$ cat src/rtl/mem_port_arbiter.sv
`default_nettype none
// ============================================================================
// Module      : mem_port_arbiter
// Description : Shares one single-ported unified memory between the fetch
//               frontend and the load/store stage. Each access is issued,
//               waits LATENCY cycles, then returns its response. Data wins
//               arbitration unless a pending fetch has lost STARVE_MAX
//               issue decisions in a row. Optional performance counters are
//               built when the ARB_PERF_EN macro is defined.
// Revision    : 1.0 - initial release
// ============================================================================
module mem_port_arbiter #(
   parameter int LATENCY    = 1,
   parameter int STARVE_MAX = 4
) (
   input  logic        clk,
   input  logic        reset,
   input  logic        i_req,
   input  logic [31:0] i_addr,
   output logic        i_grant,
   output logic        i_valid,
   output logic [31:0] i_rdata,
   input  logic        d_req,
   input  logic        d_we,
   input  logic [31:0] d_addr,
   input  logic [31:0] d_wdata,
   input  logic [3:0]  d_be,
   output logic        d_grant,
   output logic        d_valid,
   output logic [31:0] d_rdata,
   output logic        m_en,
   output logic        m_we,
   output logic [31:0] m_addr,
   output logic [31:0] m_wdata,
   output logic [3:0]  m_be,
   input  logic [31:0] m_rdata,
   output logic        stall_f
`ifdef ARB_PERF_EN
   ,
   output logic [31:0] perf_i_grants,
   output logic [31:0] perf_d_grants,
   output logic [31:0] perf_conflicts
`endif
);

   typedef enum logic [1:0] {
      S_IDLE   = 2'd0,
      S_BUSY_I = 2'd1,
      S_BUSY_D = 2'd2
   } state_t;

   localparam logic [2:0] C_WAIT_INIT  = 3'(LATENCY - 1);
   localparam logic [3:0] C_STARVE_MAX = 4'(STARVE_MAX);

   state_t     r_state,  w_state_nxt;
   logic [2:0] r_wait,   w_wait_nxt;
   logic [3:0] r_starve, w_starve_nxt;
   logic       r_store,  w_store_nxt;

   logic w_complete;
   logic w_slot;
   logic w_pick_d;
   logic w_pick_i;

   // A busy access completes when its wait count has run down; that cycle
   // doubles as an issue slot so back-to-back accesses lose no cycle.
   assign w_complete = (r_state != S_IDLE) && (r_wait == 3'd0);
   assign w_slot     = (r_state == S_IDLE) || w_complete;
   // Data has priority unless the fetch side has been starved long enough.
   assign w_pick_d   = w_slot && d_req && ((r_starve < C_STARVE_MAX) || !i_req);
   assign w_pick_i   = w_slot && i_req && !w_pick_d;

   // State, wait and starve registers.
   always_ff @(posedge clk) begin
      if (reset) begin
         r_state  <= S_IDLE;
         r_wait   <= 3'd0;
         r_starve <= 4'd0;
         r_store  <= 1'b0;
      end else begin
         r_state  <= w_state_nxt;
         r_wait   <= w_wait_nxt;
         r_starve <= w_starve_nxt;
         r_store  <= w_store_nxt;
      end
   end

   // Next-state and output decode: completion, issue, starvation tracking.
   always_comb begin
      w_state_nxt  = r_state;
      w_wait_nxt   = r_wait;
      w_starve_nxt = r_starve;
      w_store_nxt  = r_store;
      i_grant      = 1'b0;
      i_valid      = 1'b0;
      i_rdata      = 32'd0;
      d_grant      = 1'b0;
      d_valid      = 1'b0;
      d_rdata      = 32'd0;
      m_en         = 1'b0;
      m_we         = 1'b0;
      m_addr       = 32'd0;
      m_wdata      = 32'd0;
      m_be         = 4'd0;

      if ((r_state != S_IDLE) && (r_wait != 3'd0)) begin
         w_wait_nxt = r_wait - 3'd1;
      end

      if (w_complete) begin
         w_state_nxt = S_IDLE;
         if (r_state == S_BUSY_I) begin
            i_valid = 1'b1;
            i_rdata = m_rdata;
         end else begin
            d_valid = 1'b1;
            d_rdata = r_store ? 32'd0 : m_rdata;
         end
      end

      if (w_pick_d) begin
         d_grant     = 1'b1;
         m_en        = 1'b1;
         m_we        = d_we;
         m_addr      = d_addr;
         m_wdata     = d_wdata;
         m_be        = d_we ? d_be : 4'hF;
         w_state_nxt = S_BUSY_D;
         w_wait_nxt  = C_WAIT_INIT;
         w_store_nxt = d_we;
      end else if (w_pick_i) begin
         i_grant     = 1'b1;
         m_en        = 1'b1;
         m_addr      = i_addr;
         m_be        = 4'hF;
         w_state_nxt = S_BUSY_I;
         w_wait_nxt  = C_WAIT_INIT;
         w_store_nxt = 1'b0;
      end

      if (!i_req || w_pick_i) begin
         w_starve_nxt = 4'd0;
      end else if (w_pick_d && (r_starve < C_STARVE_MAX)) begin
         w_starve_nxt = r_starve + 4'd1;
      end

      // While reset is held nothing is granted and any in-flight response
      // is dropped; the frontend stall still mirrors its request.
      if (reset) begin
         i_grant = 1'b0;
         i_valid = 1'b0;
         i_rdata = 32'd0;
         d_grant = 1'b0;
         d_valid = 1'b0;
         d_rdata = 32'd0;
         m_en    = 1'b0;
         m_we    = 1'b0;
         m_addr  = 32'd0;
         m_wdata = 32'd0;
         m_be    = 4'd0;
      end

      stall_f = i_req && !i_valid;
   end

`ifdef ARB_PERF_EN
   // Grant and conflict counters; wrap naturally at 2^32.
   always_ff @(posedge clk) begin
      if (reset) begin
         perf_i_grants  <= 32'd0;
         perf_d_grants  <= 32'd0;
         perf_conflicts <= 32'd0;
      end else begin
         if (i_grant) perf_i_grants <= perf_i_grants + 32'd1;
         if (d_grant) perf_d_grants <= perf_d_grants + 32'd1;
         if (w_slot && i_req && d_req) perf_conflicts <= perf_conflicts + 32'd1;
      end
   end
`endif

endmodule
`default_nettype wire

$ cat config.mk
export PLATFORM = sky130hd
export DESIGN_NAME = mem_port_arbiter
export DESIGN_NICKNAME = d
export VERILOG_FILES = /design/src/rtl/mem_port_arbiter.sv
export SDC_FILE = /design/constraint.sdc
export NUM_CORES = 1
export LEC_CHECK = 0
export BUFFER_PORTS_ARGS = -buffer_cell sky130_fd_sc_hd__buf_2
export CORE_AREA = 2 2 107 109
export DETAILED_ROUTE_END_ITERATION = 10
export DIE_AREA = 0 0 109 111
export SETUP_SLACK_MARGIN = 0.5
export SLEW_MARGIN = 10
export SYNTH_ARGS = -nofsm -noshare
export SYNTH_HDL_FRONTEND = slang
export SYNTH_SLANG_ARGS = --single-unit
$ cat constraint.sdc
create_clock -name clk -period 1.33 [get_ports clk]
set_input_delay 0.133 -clock clk [delete_from_list [all_inputs] [get_ports clk]]
set_output_delay 0.133 -clock clk [all_outputs]
set_load 0.05 [all_outputs]
==> results.ini <==
[power]
ir_drop_uv = 298
pwr-share-comb_pct = 70.5
p_switching_mw = 1.34
totalPowerFinal_mw = 3.11
power_frac_seq_pct = 10.1
p_clk_share_pct = 19.4
internal-power_mw = 1.77
power.density_nw_per_um2 = 435
netSwitchingFraction_pct = 43.0
p_leak_nw = 3.20

[timing]
rsz0062_at_grt = true
worst-slew-pin-transition_ps = 338
finalSetupViolations = 149
max_slew_margin_pct = 77.2
skew_ps = 6.33
hold_violations = 0
post-route-period-util_pct = 144
fmax_mhz = 522
fin_ws_ps = -584
fin_setup_tns_ps = -72000
slew_viol_final = 0
min_period_ps = 1910

[drt]
ant_nets = 0
vias = 3779
wl_per_cell_um = 18.2
drt-total-wl_um = 14300
first_iter_violations = 157
dr.pass1.iters = 4
drc = 0
viasPerCell = 4.80

[setup_path]
crit_chain = inv_2 -> ha_4 -> nand2b_4 -> nor3_4 -> buf_6 -> buf_6 -> clkbuf_16 -> and2_4 -> buf_8
path_class = register to output port
worst-path-max-fanout = 5
cp_top_family = buffers and inverters
crit_arrival_ps = 1780
crit_required_ps = 1200
cp_common_cell = buf_6
slowest_delay_ps = 320
startpoint_type = register
cp.buffers_inverters = 5
crit_slowest_cell = dfxtp_2
endpoint_kind = output port

[job]
cap_violations = 0

[clock_network]
cts_buffers = 3
cts_tree = done
cts.htree.levels = 1
cts_max_path_buffers = 2
cts_root_buffer = clkbuf_16
clkTransAtPathRegs_ps = 40
clock_sinks = 10
clk_latency_ps = 240
cts_hold_buf = 0

[yosys]
synth_nets = 442
syn_inst = 302
ys_seq_area_share_pct = 10.6
ys_types = 31
syn-cell-area_um2 = 1880
ys_ff_latch = 10
yosysWarnings = 0
synth_area_per_cell_um2 = 6.24

[status]
outcome = finished, violations left
violations = negative setup slack

[cells_and_area]
area_growth_pct = 280
final_common_cell = buf_2
drive_gt1_share_pct = 87.4
layout.cells.most_common_list = 136 x buf_2, 88 x buf_8, 77 x buf_6, 64 x and2_4, 34 x o21ai_1
final_nets = 784

[grt]
use_met1_pct = 23.1
grt_pass1_wl_um = 21000
grt_busiest_layer = met2
grt_max_degree = 44
gr-usage-met3_pct = 4.53
grt_usage_pct = 22.0
grt_pass1_vias = 3895
grt_antenna_before_repair = 3
grt-ovfl-total = 0
use_met2_pct = 41.5

[placed_design]
hpwlAfterDp_um = 8760
io_buffer_count = 275
place_ws_ps = -401
routabilityCongestion = 0.797

[floorplanning]
placement_rows = 39
die_area_um2 = 12100
die_w_um = 109
ios = 276
fp.dieH_um = 111
start_util_pct = 17.0
core_um2 = 11100

[hold_path]
hold_class = primary input to register

-- synth_stat cells --
cell type / number / share of area [%]
a21o_1: 1 / 0.40
or3_1: 1 / 0.33
dfxtp_1: 10 / 11
nor3_2: 2 / 1.1
nor2_2: 1 / 0.33
nand3b_1: 1 / 0.40
nor3_1: 3 / 0.80
buf_2: 12 / 3.2
or2_1: 1 / 0.33
o32ai_1: 1 / 0.47
a21oi_1: 6 / 1.6
and3b_1: 1 / 0.47
o22ai_1: 33 / 11
and3_1: 32 / 11
nor2b_1: 2 / 0.66
nand2b_1: 5 / 1.7
ha_1: 3 / 2.0
nand3_1: 5 / 1.3
o2111ai_1: 3 / 1.4
mux2i_1: 1 / 0.53
o211ai_1: 2 / 0.80
nand2_1: 2 / 0.40
and2_1: 64 / 21
a221o_1: 1 / 0.53
inv_1: 5 / 1.0
clkbuf_1: 25 / 5.0
nor2_1: 7 / 1.4
o21a_1: 4 / 1.6
a211oi_4: 1 / 1.1
o21ai_0: 56 / 15
o21ai_1: 11 / 2.9
-- timing repair --
action,4_1_cts,5_1_grt
setup endpoints to repair,149,149
cloned,17,2
hold endpoints to repair,0,0
setup buffers,32,6
resized for setup,436,43
pin swaps,11,41
-- worst paths after layout --
path,from,end,slack [ps],cells past startpoint
setup reg to reg,r_wait[1],r_starve[2],-240,8
hold reg to reg,r_starve[1],r_starve[1],480,2
hold / removal,reset,r_wait[0],320,3
setup / recovery,r_wait[1],i_rdata[23],-580,9
-- final cells by class --
cell class                      count  area [µm²]
Timing Repair Buffer              374        4100
Fill cell                         783        3930
Multi-Input combinational cell    250        2550
Sequential cell                    10         210
Tap cell                          143         179
Clock buffer                        4        88.8
Inverter                            5        18.8
Antenna cell                        2        5.00
-- registers in the layout, summed over array words and instances, names as in the netlist --
signal    count
r_starve      4
r_store       1
r_state       2
r_wait        3
-- through the flow --
step	hold slack (ps)	cell area, µm²	cells	utilization, %
final	318	7150	788	64.6
after global routing	329	7150	788	64.6
after CTS	308	6940	778	62.7
after detailed placement	456	4710	725	42.5
after global placement	453	4710	725	42.5
after floorplan	285	2900	302	-
-- power by group through the flow --
stage / logic, mW / registers (mW) / clock network [mW]
6_report: 2.19 / 0.314 / 0.604
5_1_grt: 2.28 / 0.314 / 0.627
4_1_cts: 2.13 / 0.314 / 0.611
3_5_place_dp: 1.64 / 0.320 / 0
3_3_place_gp: 1.61 / 0.319 / 0
2_1_floorplan: 1.13 / 0.318 / 0
-- kinds of logic (layout without fill, tap and decap cells) --
| kind of cell | Yosys count | in the layout | synth area share, % |
|---|---|---|---|
| AND/OR/NAND/NOR | 127 | 127 | 41.1 |
| AO/OA/AOI/OAI | 119 | 119 | 36.6 |
| buffers and inverters | 42 | 383 | 9.17 |
| flip-flops | 10 | 10 | 10.6 |
| adder cells (fa/ha/maj) | 3 | 3 | 1.99 |
| multiplexers | 1 | 1 | 0.532 |
| other | 0 | 2 | 0 |
-- routing by layer --
layer / vias to the layer above / share of wire, %
met5: - / 0.091
li1: 1792 / -
met2: 192 / 54
met1: 1763 / 36
met4: 2 / 2.6
met3: 30 / 7.5
-- worst register-to-register path: cells and delay by family (launching register included) --
kind	cells	cell delay (ps)
flops	1	320
buf+inv	4	550
fa+ha+maj	1	150
simple gates	1	200
compound gates	2	280
Note: power is estimated with default switching activity, not from simulation.
